[config.mk]
export PLATFORM = sky130hd
export DESIGN_NAME = vga_timing_gen
export DESIGN_NICKNAME = d
export VERILOG_FILES = /design/src/rtl/vga_timing_gen.sv
export SDC_FILE = /design/constraint.sdc
export NUM_CORES = 1
export LEC_CHECK = 0
export BUFFER_PORTS_ARGS = -buffer_cell sky130_fd_sc_hd__buf_2
export CORE_MARGIN = 3
export CORE_UTILIZATION = 49
export DETAILED_ROUTE_END_ITERATION = 16
export PLACE_DENSITY = 0.84
export REMOVE_ABC_BUFFERS = 1
export SLEW_MARGIN = 20
export SYNTH_ARGS = -nofsm -noshare
export SYNTH_HDL_FRONTEND = slang
export SYNTH_SLANG_ARGS = --single-unit
[constraint.sdc]
create_clock -name clk -period 2.3 [get_ports clk]
set_input_delay 0.69 -clock clk [delete_from_list [all_inputs] [get_ports clk]]
set_output_delay 0.69 -clock clk [all_outputs]
set_load 0.05 [all_outputs]
[src/rtl/vga_timing_gen.sv]
// 640x480@60 VGA raster timing: pixel-rate divider, x/y counters, sync strobes,
// active-region flag and per-frame pulses for the renderer and game logic.
module vga_timing_gen #(
   parameter int unsigned CLK_DIV     = 2,
   parameter int unsigned H_TOTAL     = 800,
   parameter int unsigned H_SYNC      = 96,
   parameter int unsigned H_ACT_START = 144,
   parameter int unsigned H_ACT_END   = 784,
   parameter int unsigned V_TOTAL     = 525,
   parameter int unsigned V_SYNC      = 2,
   parameter int unsigned V_ACT_START = 35,
   parameter int unsigned V_ACT_END   = 515
) (
   input  logic        clk,
   input  logic        reset,
   input  logic        enable,
   output logic [9:0]  x,
   output logic [9:0]  y,
   output logic        hor_sync,
   output logic        ver_sync,
   output logic        pix_en,
   output logic        active,
   output logic        frame_start,
   output logic        vblank_tick,
   output logic [15:0] frame_count
);

   localparam int unsigned DIV_W = (CLK_DIV > 1) ? $clog2(CLK_DIV) : 1;
   localparam int unsigned XY_W  = 10;
   localparam int unsigned FC_W  = 16;

   logic [DIV_W-1:0] r_div_cnt;
   logic [XY_W-1:0]  r_x;
   logic [XY_W-1:0]  r_y;
   logic             r_hor_sync;
   logic             r_ver_sync;
   logic             r_active;
   logic             r_frame_start;
   logic             r_vblank_tick;
   logic [FC_W-1:0]  r_frame_count;

   logic             w_div_last;
   logic             w_pix_en;
   logic             w_x_last;
   logic             w_y_last;
   logic             w_frame_wrap;
   logic [XY_W-1:0]  w_x_nxt;
   logic [XY_W-1:0]  w_y_nxt;

   assign w_div_last   = (r_div_cnt == DIV_W'(CLK_DIV - 1));
   assign w_pix_en     = enable && w_div_last;
   assign w_x_last     = (r_x == XY_W'(H_TOTAL - 1));
   assign w_y_last     = (r_y == XY_W'(V_TOTAL - 1));
   assign w_frame_wrap = w_pix_en && w_x_last && w_y_last;

   // Next raster position; sync/active are derived from it so they never lag x/y
   always_comb begin
      w_x_nxt = r_x;
      w_y_nxt = r_y;
      if (w_pix_en) begin
         if (w_x_last) begin
            w_x_nxt = '0;
            w_y_nxt = w_y_last ? '0 : r_y + XY_W'(1);
         end else begin
            w_x_nxt = r_x + XY_W'(1);
         end
      end
   end

   always_ff @(posedge clk or posedge reset) begin
      if (reset) begin
         r_div_cnt     <= '0;
         r_x           <= '0;
         r_y           <= '0;
         r_hor_sync    <= 1'b0;
         r_ver_sync    <= 1'b0;
         r_active      <= 1'b0;
         r_frame_start <= 1'b0;
         r_vblank_tick <= 1'b0;
         r_frame_count <= '0;
      end else if (enable) begin
         r_div_cnt     <= w_div_last ? '0 : r_div_cnt + DIV_W'(1);
         r_x           <= w_x_nxt;
         r_y           <= w_y_nxt;
         r_hor_sync    <= (w_x_nxt >= XY_W'(H_SYNC));
         r_ver_sync    <= (w_y_nxt >= XY_W'(V_SYNC));
         r_active      <= (w_x_nxt >= XY_W'(H_ACT_START)) && (w_x_nxt < XY_W'(H_ACT_END)) &&
                          (w_y_nxt >= XY_W'(V_ACT_START)) && (w_y_nxt < XY_W'(V_ACT_END));
         r_frame_start <= w_frame_wrap;
         r_vblank_tick <= w_pix_en && w_x_last && (r_y == XY_W'(V_ACT_END - 1));
         if (w_frame_wrap) begin
            r_frame_count <= r_frame_count + FC_W'(1);
         end
      end else begin
         // Frozen: everything holds except the one-clk pulses
         r_frame_start <= 1'b0;
         r_vblank_tick <= 1'b0;
      end
   end

   assign x           = r_x;
   assign y           = r_y;
   assign hor_sync    = r_hor_sync;
   assign ver_sync    = r_ver_sync;
   assign pix_en      = w_pix_en;
   assign active      = r_active;
   assign frame_start = r_frame_start;
   assign vblank_tick = r_vblank_tick;
   assign frame_count = r_frame_count;

endmodule
==> results.toml, run 1 <==
[synth]
async_flop_share_pct = 100
ys_warn_count = 0
synth_edf_count = 0
avgSynthCellArea_um2 = 10.3
synthTopCellsByArea = "dfrtp_1 47%, xnor2_1 6.2%, xor2_1 3.9%"
syn_area_um2 = 2250
synthFlopType = "dfrtp_1"
ys_seq_area_share_pct = 46.7
yosysTopAreaCell = "dfrtp_1"
synth.distinct_cells = 56
synth_seq_cells = 42
yosysTopAreaCellShare_pct = 46.7
syn_inst = 218

[final_layout]
drive_gt1_share_pct = 40.9
layout_common_cells = "44 x buf_2, 43 x buf_4, 41 x dfrtp_1"
postLayoutCoreUtil_pct = 68.1
antenna_cells = 0
mostFrequentLayoutCell = "buf_2"
register_area_um2 = 1050
area_growth_pct = 32.7
num-nets-final = 316
nFillCells = 335
multiInputGateArea_um2 = 1200

[power_and_ir_drop]
p_leak_nw = 1.51
powerDensity_nw_per_um2 = 610
ir_drop_mv = 0.607

[worst_setup_path]
cp-end-kind = "register"
cp.required_ns = 2.53
critPathLaunch = "x[7]$_DFFE_PP0P_"
ff2ff_setup_slack_ns = 0.03
critPathLaunchType = "register"
rr_endpoint = "active$_DFFE_PP0P_"
worstSetupPathType = "register to register"
crit_end = "active$_DFFE_PP0P_"
cp.arrival_ns = 2.50
cp_max_fo = 5
r2r-start = "x[7]$_DFFE_PP0P_"
r2r_cells = 9

[floorplan]
dieArea_um2 = 5440
core_um2 = 4380
die_h_um = 73.7
num_rows = 24
pin_count = 45
initial_utilization_pct = 51.3
die_x_um = 73.7

[sta]
worst_pin_slew_ns = 0.517
drv_slew = 0
min_period_ns = 2.27
rsz0062_at_grt = "yes"
setup_viol = 0
hold-worst-slack_ns = 0.464
finalSetupTns_ns = 0
hold_violations = 0
finalCritPeriodShare_pct = 98.7
worst_slack_ns = 0.0294
fin_worst_skew_ns = 0.00829
fmax_mhz = 440
maxSlewHeadroom_pct = 65.5

[drt]
drcViolationCount = 0
ant_nets = 0
routed_wl_mm = 5.68
viasPerCell = 5.66
first_pass_iters = 4
drtIter0Drc = 72
wl_per_cell_um = 15.8
vias = 2037

[placed_design]
gp_congestion = 0.969
numPortBuffers = 44
dp_worst_setup_slack_ns = -0.151
hpwl_mm = 4.19

[outcome]
run_status = "finished clean"

[grt]
first_global_vias = 1981
grt_max_degree = 43
grt_overflow = 0
grt_pass1_wl_mm = 9.10
grtUsageTotal_pct = 22.0
antenna_found_initial = 0

[clock_tree]
hold_buffers = 0
h-tree-depth = 2
cts_made_buffers = 5
cts.clk_slew.worst_paths_ns = 0.08
clock-sinks = 42
cts_root_buf = "clkbuf_8"
cts_tree = "yes"
clk_latency_ns = 0.30
cts_buffer_depth = 2

[worst_hold_path]
hold_class = "register to register"

[flow_run]
drv_cap = 0
cell usage after synthesis (all sizes together), types with 2 or more instances:
master / number
buf: 4
ha: 5
a31oi: 2
and2b: 2
nand3: 16
inv: 11
a21oi: 7
o21ai: 9
xnor2: 16
nor2: 20
nor3b: 2
or2: 2
nor3: 5
and4: 4
dfrtp: 42
nor4: 4
xor2: 10
nand2b: 2
and3: 5
nand4: 15
nand2: 16
through the flow:
step,instances,area (um2),power [mW]
CTS,355,2890,1.79
global route,360,2980,1.91
finish,360,2980,1.82
detailed placement,347,2780,1.33
global placement,347,2780,1.32
floorplan,214,2220,1.17
power by group:
part           internal, mW  switching (mW)  total (mW)
clock network         0.204           0.254       0.458
registers             0.789          0.0730       0.862
logic                 0.160           0.341       0.501
total                  1.15           0.667        1.82
routing by layer:
| layer | share of wire (%) | vias up | global-route usage [%] |
|---|---|---|---|
| li1 | - | 962 | - |
| met1 | 41 | 984 | 26.6 |
| met2 | 50 | 74 | 36.7 |
| met3 | 6.2 | 17 | 4.79 |
| met4 | 2.9 | 0 | 10.9 |
| met5 | 0 | - | 0 |
kinds of logic (layout without fill, tap and decap cells):
group,after synthesis,after routing,share of synthesized area [%]
buf+inv,15,105,3.12
compound gates,30,30,9.35
flops,42,42,46.7
xor+xnor,26,26,10.1
simple gates,98,98,26.9
mux,2,2,0.946
fa+ha+maj,5,5,2.78
timing repair:
item                                    in CTS  in global routing
endpoints found under the setup margin       1                 10
setup buffers                                1                  5
resized for setup                            4                 12
pin swaps                                    0                  2
worst min path at each step:
stage	from	endpoint	slack, ns	cells past startpoint
after floorplan	r_div_cnt$_DFFE_PP0P_	r_div_cnt$_DFFE_PP0P_	0.49	1
after global placement	frame_count[15]$_DFFE_PP0P_	frame_count[15]$_DFFE_PP0P_	0.45	1
after detailed placement	frame_count[15]$_DFFE_PP0P_	frame_count[15]$_DFFE_PP0P_	0.45	1
after CTS	frame_count[15]$_DFFE_PP0P_	frame_count[15]$_DFFE_PP0P_	0.47	1
after global routing	frame_count[15]$_DFFE_PP0P_	frame_count[15]$_DFFE_PP0P_	0.50	1
final	frame_count[15]$_DFFE_PP0P_	frame_count[15]$_DFFE_PP0P_	0.46	1
flip-flops by register name (all words and copies together) (netlist names):
register and count:
r_div_cnt 1, frame_count 16, frame_start 1, y 10
vblank_tick 1, x 10, active 1, hor_sync 1
ver_sync 1
cell type report:
cell class,instances,share of cell area (%)
clock buffers,5,2.31
clock inverters,2,0.335
inverters,11,1.38
multi-input cells,161,40.3
flip-flops and latches,42,35.3
well taps,52,2.18
repair buffers,87,18.2
critical path, cell delays in order, from the launching register on:
cell,delay (ns)
dfrtp_1,0.42
nand4b_1,0.27
buf_4,0.20
nor4_4,0.24
buf_4,0.20
nand4_1,0.16
mux2i_2,0.30
nand3_1,0.13
o21ai_2,0.15
a2bb2oi_2,0.14
Note: power is estimated with default switching activity, not from simulation.
==> inputs of run 2 (changes only) <==
--- a/config.mk
+++ b/config.mk
@@ -11,6 +11,7 @@
 export DETAILED_ROUTE_END_ITERATION = 16
 export PLACE_DENSITY = 0.84
 export REMOVE_ABC_BUFFERS = 1
+export SETUP_SLACK_MARGIN = 0.1
 export SLEW_MARGIN = 20
 export SYNTH_ARGS = -nofsm -noshare
 export SYNTH_HDL_FRONTEND = slang
==> run 2 against run 1 <==
Effect of this change: core utilization grew 1.5 points; hold slack barely moved; sequential share of layout area is 0.73 points lower; maximum frequency increased by 0.70%; final area is 2.2% higher; global-route usage grew 1.5 points.
==> results.toml, run 2 (synthesis results as in run 1) <==
[outcome]
run_status = "finished clean"

[floorplan]
die_x_um = 73.7
num_rows = 24
pin_count = 45
die_h_um = 73.7
dieArea_um2 = 5440
core_um2 = 4380
initial_utilization_pct = 51.3

[power_and_ir_drop]
ir_drop_mv = 0.603
combPwrFrac_pct = 27.6
swShare_pct = 36.5
switchingPower_mw = 0.661
power_frac_seq_pct = 47.6
powerDensity_nw_per_um2 = 595
p_int_mw = 1.15
p_leak_nw = 1.55
pwr-share-clk_pct = 24.9
finalPower_mw = 1.81

[sta]
worst_pin_slew_ns = 0.519
drv_slew = 0
hold-worst-slack_ns = 0.463
rsz0062_at_grt = "yes"
maxSlewHeadroom_pct = 65.4
min_period_ns = 2.25
finalSetupTns_ns = 0
finalCritPeriodShare_pct = 98.0
fin_worst_skew_ns = 0.00677
setup_viol = 0
hold_violations = 0
fmax_mhz = 444
worst_slack_ns = 0.0452

[grt]
first_global_vias = 2115
grt_overflow = 0
antenna_found_initial = 0
grt_pass1_wl_mm = 9.72
grtUsageTotal_pct = 23.5
grt_max_degree = 43

[final_layout]
final_design_area_no_fill_um2 = 3050
antenna_cells = 0
num-nets-final = 321
largest_reg_flops = 16
postLayoutCoreUtil_pct = 69.6
layout_common_cells = "48 x buf_4, 44 x buf_2, 40 x dfrtp_1"
drive_gt1_share_pct = 42.8
mostFrequentLayoutCell = "buf_4"
finalNonFillerCells = 365
area_growth_pct = 35.7

[worst_setup_path]
worstSetupPathType = "register to register"
critPathLaunchType = "register"
cp.arrival_ns = 2.48
cp-end-kind = "register"
cp.required_ns = 2.53
cp_max_fo = 6

[clock_tree]
cts_buffer_depth = 2
cts_made_buffers = 5
cts_root_buf = "clkbuf_8"
cts_tree = "yes"
clk_latency_ns = 0.30
cts.clk_slew.worst_paths_ns = 0.08
clock-sinks = 42
h-tree-depth = 2

[drt]
wl_per_cell_um = 16.5
drtIter0Drc = 88
first_pass_iters = 4
drcViolationCount = 0
viasPerCell = 5.76
routed_wl_mm = 6.03
ant_nets = 0
vias = 2103

[worst_hold_path]
hold_class = "register to register"

[placed_design]
dpl.cell_count = 347
numPortBuffers = 44
placed_cell_area_um2 = 2780
hpwl_mm = 4.19
gp_congestion = 0.969
dp_worst_setup_slack_ns = -0.151

[flow_run]
drv_cap = 0
-- run 2: worst max-delay path, cell delays in order, from the launching register on --
cell and delay, ns:
dfrtp_1 0.40, ha_4 0.19, nand3_4 0.11, nor4_4 0.37
buf_4 0.19, nand4_1 0.17, mux2i_2 0.22, buf_4 0.16
buf_4 0.13, o2bb2ai_2 0.13, a2bb2oi_2 0.13
-- run 2: power by group through the flow --
stage	Sequential [mW]	Clock [mW]	Combinational, mW
final	0.862	0.451	0.501
after global placement	0.855	0	0.468
after CTS	0.853	0.463	0.493
after detailed placement	0.855	0	0.479
after global routing	0.869	0.498	0.536
after floorplan	1.02	0	0.149
-- run 2: path summary, 6_finish.rpt --
check,depth (start not counted),start,slack [ns],end
hold / removal,1,frame_count[15]$_DFFE_PP0P_,0.46,frame_count[15]$_DFFE_PP0P_
hold reg to reg,1,frame_count[15]$_DFFE_PP0P_,0.46,frame_count[15]$_DFFE_PP0P_
setup reg to reg,10,x[0]$_DFFE_PP0P_,0.05,active$_DFFE_PP0P_
setup / recovery,10,x[0]$_DFFE_PP0P_,0.05,active$_DFFE_PP0P_
max in group asynchronous,3,reset,1.40,y[0]$_DFFE_PP0P_
min in group asynchronous,3,reset,0.52,frame_count[14]$_DFFE_PP0P_
-- run 2: cell type report --
cell class	instances	area [um2]
clock buffer	5	68.8
clock inverter	2	10.0
fill	325	1330
inverter	11	41.3
multi-input combinational	161	1230
sequential	42	1050
tap	52	65.1
timing repair buffer	92	581
-- run 2: timing repair --
action                     CTS  global route
hold buffers                 0             0
buffers inserted             9             2
pin swaps                    6             7
setup endpoints to repair    5            10
gates resized for setup     12             9
-- run 2: routing by layer --
metal / GRT usage [%] / wire, um
met5: 0 / 0
met4: 13.9 / 258
met3: 4.65 / 388
met2: 39.0 / 3000
met1: 27.9 / 2380
==> inputs of run 3 (changes only) <==
--- a/config.mk
+++ b/config.mk
@@ -8,10 +8,12 @@
 export BUFFER_PORTS_ARGS = -buffer_cell sky130_fd_sc_hd__buf_2
 export CORE_MARGIN = 3
 export CORE_UTILIZATION = 49
+export CTS_BUF_LIST = sky130_fd_sc_hd__clkbuf_4 sky130_fd_sc_hd__clkbuf_8 sky130_fd_sc_hd__clkbuf_16
 export DETAILED_ROUTE_END_ITERATION = 16
 export PLACE_DENSITY = 0.84
 export REMOVE_ABC_BUFFERS = 1
 export SETUP_SLACK_MARGIN = 0.1
+export SKIP_CTS_REPAIR_TIMING = 1
 export SLEW_MARGIN = 20
 export SYNTH_ARGS = -nofsm -noshare
 export SYNTH_HDL_FRONTEND = slang
==> run 3 against run 2 <==
Effect of this change: total power grew 0.33%; hold slack worse by 0.0062 ns; non-clock buffer count down 8; final area fell by 1.5%; critical path type unchanged; critical endpoint unchanged; largest power group unchanged.
==> results.toml, run 3 (synthesis results as in run 1) <==
[clock_tree]
clock-sinks = 42
cts_tree = "yes"
cts_buffer_depth = 2
h-tree-depth = 2
cts_made_buffers = 5
cts_root_buf = "clkbuf_8"
clk_latency_ns = 0.30
cts.clk_slew.worst_paths_ns = 0.08

[worst_setup_path]
cp.arrival_ns = 2.52
critPathLaunchType = "register"
cp_max_fo = 5
worstSetupPathType = "register to register"
cp.required_ns = 2.53
cp-end-kind = "register"

[placed_design]
numPortBuffers = 44
placed_cell_area_um2 = 2780
hpwl_mm = 4.19
gp_congestion = 0.969

[drt]
first_pass_iters = 4
ant_nets = 0
drtIter0Drc = 91
routed_wl_mm = 5.82
wl_per_cell_um = 16.3
vias = 2045
drcViolationCount = 0
viasPerCell = 5.73

[sta]
setup_viol = 0
worst_pin_slew_ns = 0.521
fin_worst_skew_ns = 0.00705
rsz0062_at_grt = "yes"
fmax_mhz = 435
maxSlewHeadroom_pct = 65.3
hold_violations = 0
min_period_ns = 2.30
finalCritPeriodShare_pct = 100
drv_slew = 0

[worst_hold_path]
hold_class = "register to register"

[floorplan]
dieArea_um2 = 5440
initial_utilization_pct = 51.3
pin_count = 45
core_um2 = 4380
num_rows = 24
die_h_um = 73.7
die_x_um = 73.7

[outcome]
run_status = "finished clean"

[final_layout]
nFillCells = 329
layout_common_cells = "44 x buf_2, 40 x dfrtp_1, 40 x buf_4"
largest_reg_flops = 16
antenna_cells = 0
num-nets-final = 313
drive_gt1_share_pct = 43.0
area_growth_pct = 33.7
mostFrequentLayoutCell = "buf_2"
final_design_area_no_fill_um2 = 3010

[grt]
grt_pass1_wl_mm = 9.08
grtUsageTotal_pct = 21.9
grt_overflow = 0
grt_max_degree = 43
antenna_found_initial = 0
first_global_vias = 1979

[power_and_ir_drop]
finalPower_mw = 1.82
ir_drop_mv = 0.604
p_leak_nw = 1.51
powerDensity_nw_per_um2 = 606

[flow_run]
drv_cap = 0
-- run 3: power by group --
group	total [mW]	leakage [nW]	switching, mW	internal, mW
sequential	0.863	0.544	0.0748	0.789
combinational	0.501	0.919	0.341	0.160
clock	0.456	0.0438	0.252	0.204
total	1.82	1.51	0.667	1.15
-- run 3: cell type report --
class	count	area [um2]	area share, %
clock inverter	2	10.0	0.333
inverter	11	41.3	1.37
sequential	42	1050	35.1
timing repair buffer	84	520	17.3
clock buffer	5	68.8	2.29
multi-input combinational	161	1250	41.5
tap	52	65.1	2.16
-- run 3: path summary, 6_finish.rpt --
check,cells past startpoint,slack [ns],endpoint,from
setup / recovery,9,0.001,active$_DFFE_PP0P_,x[7]$_DFFE_PP0P_
hold / removal,1,0.46,frame_count[15]$_DFFE_PP0P_,frame_count[15]$_DFFE_PP0P_
setup reg to reg,9,0.001,active$_DFFE_PP0P_,x[7]$_DFFE_PP0P_
hold reg to reg,1,0.46,frame_count[15]$_DFFE_PP0P_,frame_count[15]$_DFFE_PP0P_
max in group asynchronous,3,1.40,y[0]$_DFFE_PP0P_,reset
min in group asynchronous,3,0.52,frame_count[13]$_DFFE_PP0P_,reset
-- run 3: layer usage --
metal | part of all wire, % | routed length (um) | up-vias | global-route usage (%)
met2 | 49 | 2860 | 80 | 36.5
met3 | 6.4 | 374 | 21 | 4.79
met1 | 41 | 2370 | 995 | 26.8
li1 | - | - | 949 | -
met5 | 0 | 0 | - | 0
met4 | 3.7 | 214 | 0 | 10.3
-- run 3: worst max-delay path: stages (launching register included) --
cell and delay [ns]:
dfrtp_1 0.42, nand4b_1 0.27, buf_4 0.21, nor4_4 0.25
buf_4 0.20, nand4_1 0.16, mux2i_2 0.31, nand3_1 0.13
o21ai_2 0.15, a2bb2oi_2 0.14
-- run 3: metrics by stage --
step | hold slack (ns) | TNS [ns] | utilization [%] | worst slack (ns) | instances
global placement | 0.451 | -0.167 | 63.5 | -0.130 | 347
CTS | 0.468 | -0.175 | 65.3 | -0.175 | 354
floorplan | 0.492 | -2.08 | - | -0.426 | 214
detailed placement | 0.454 | -0.468 | 63.5 | -0.151 | 347
global route | 0.493 | -0.246 | 68.6 | -0.162 | 357
finish | 0.457 | 0 | 68.6 | 0.000957 | 357
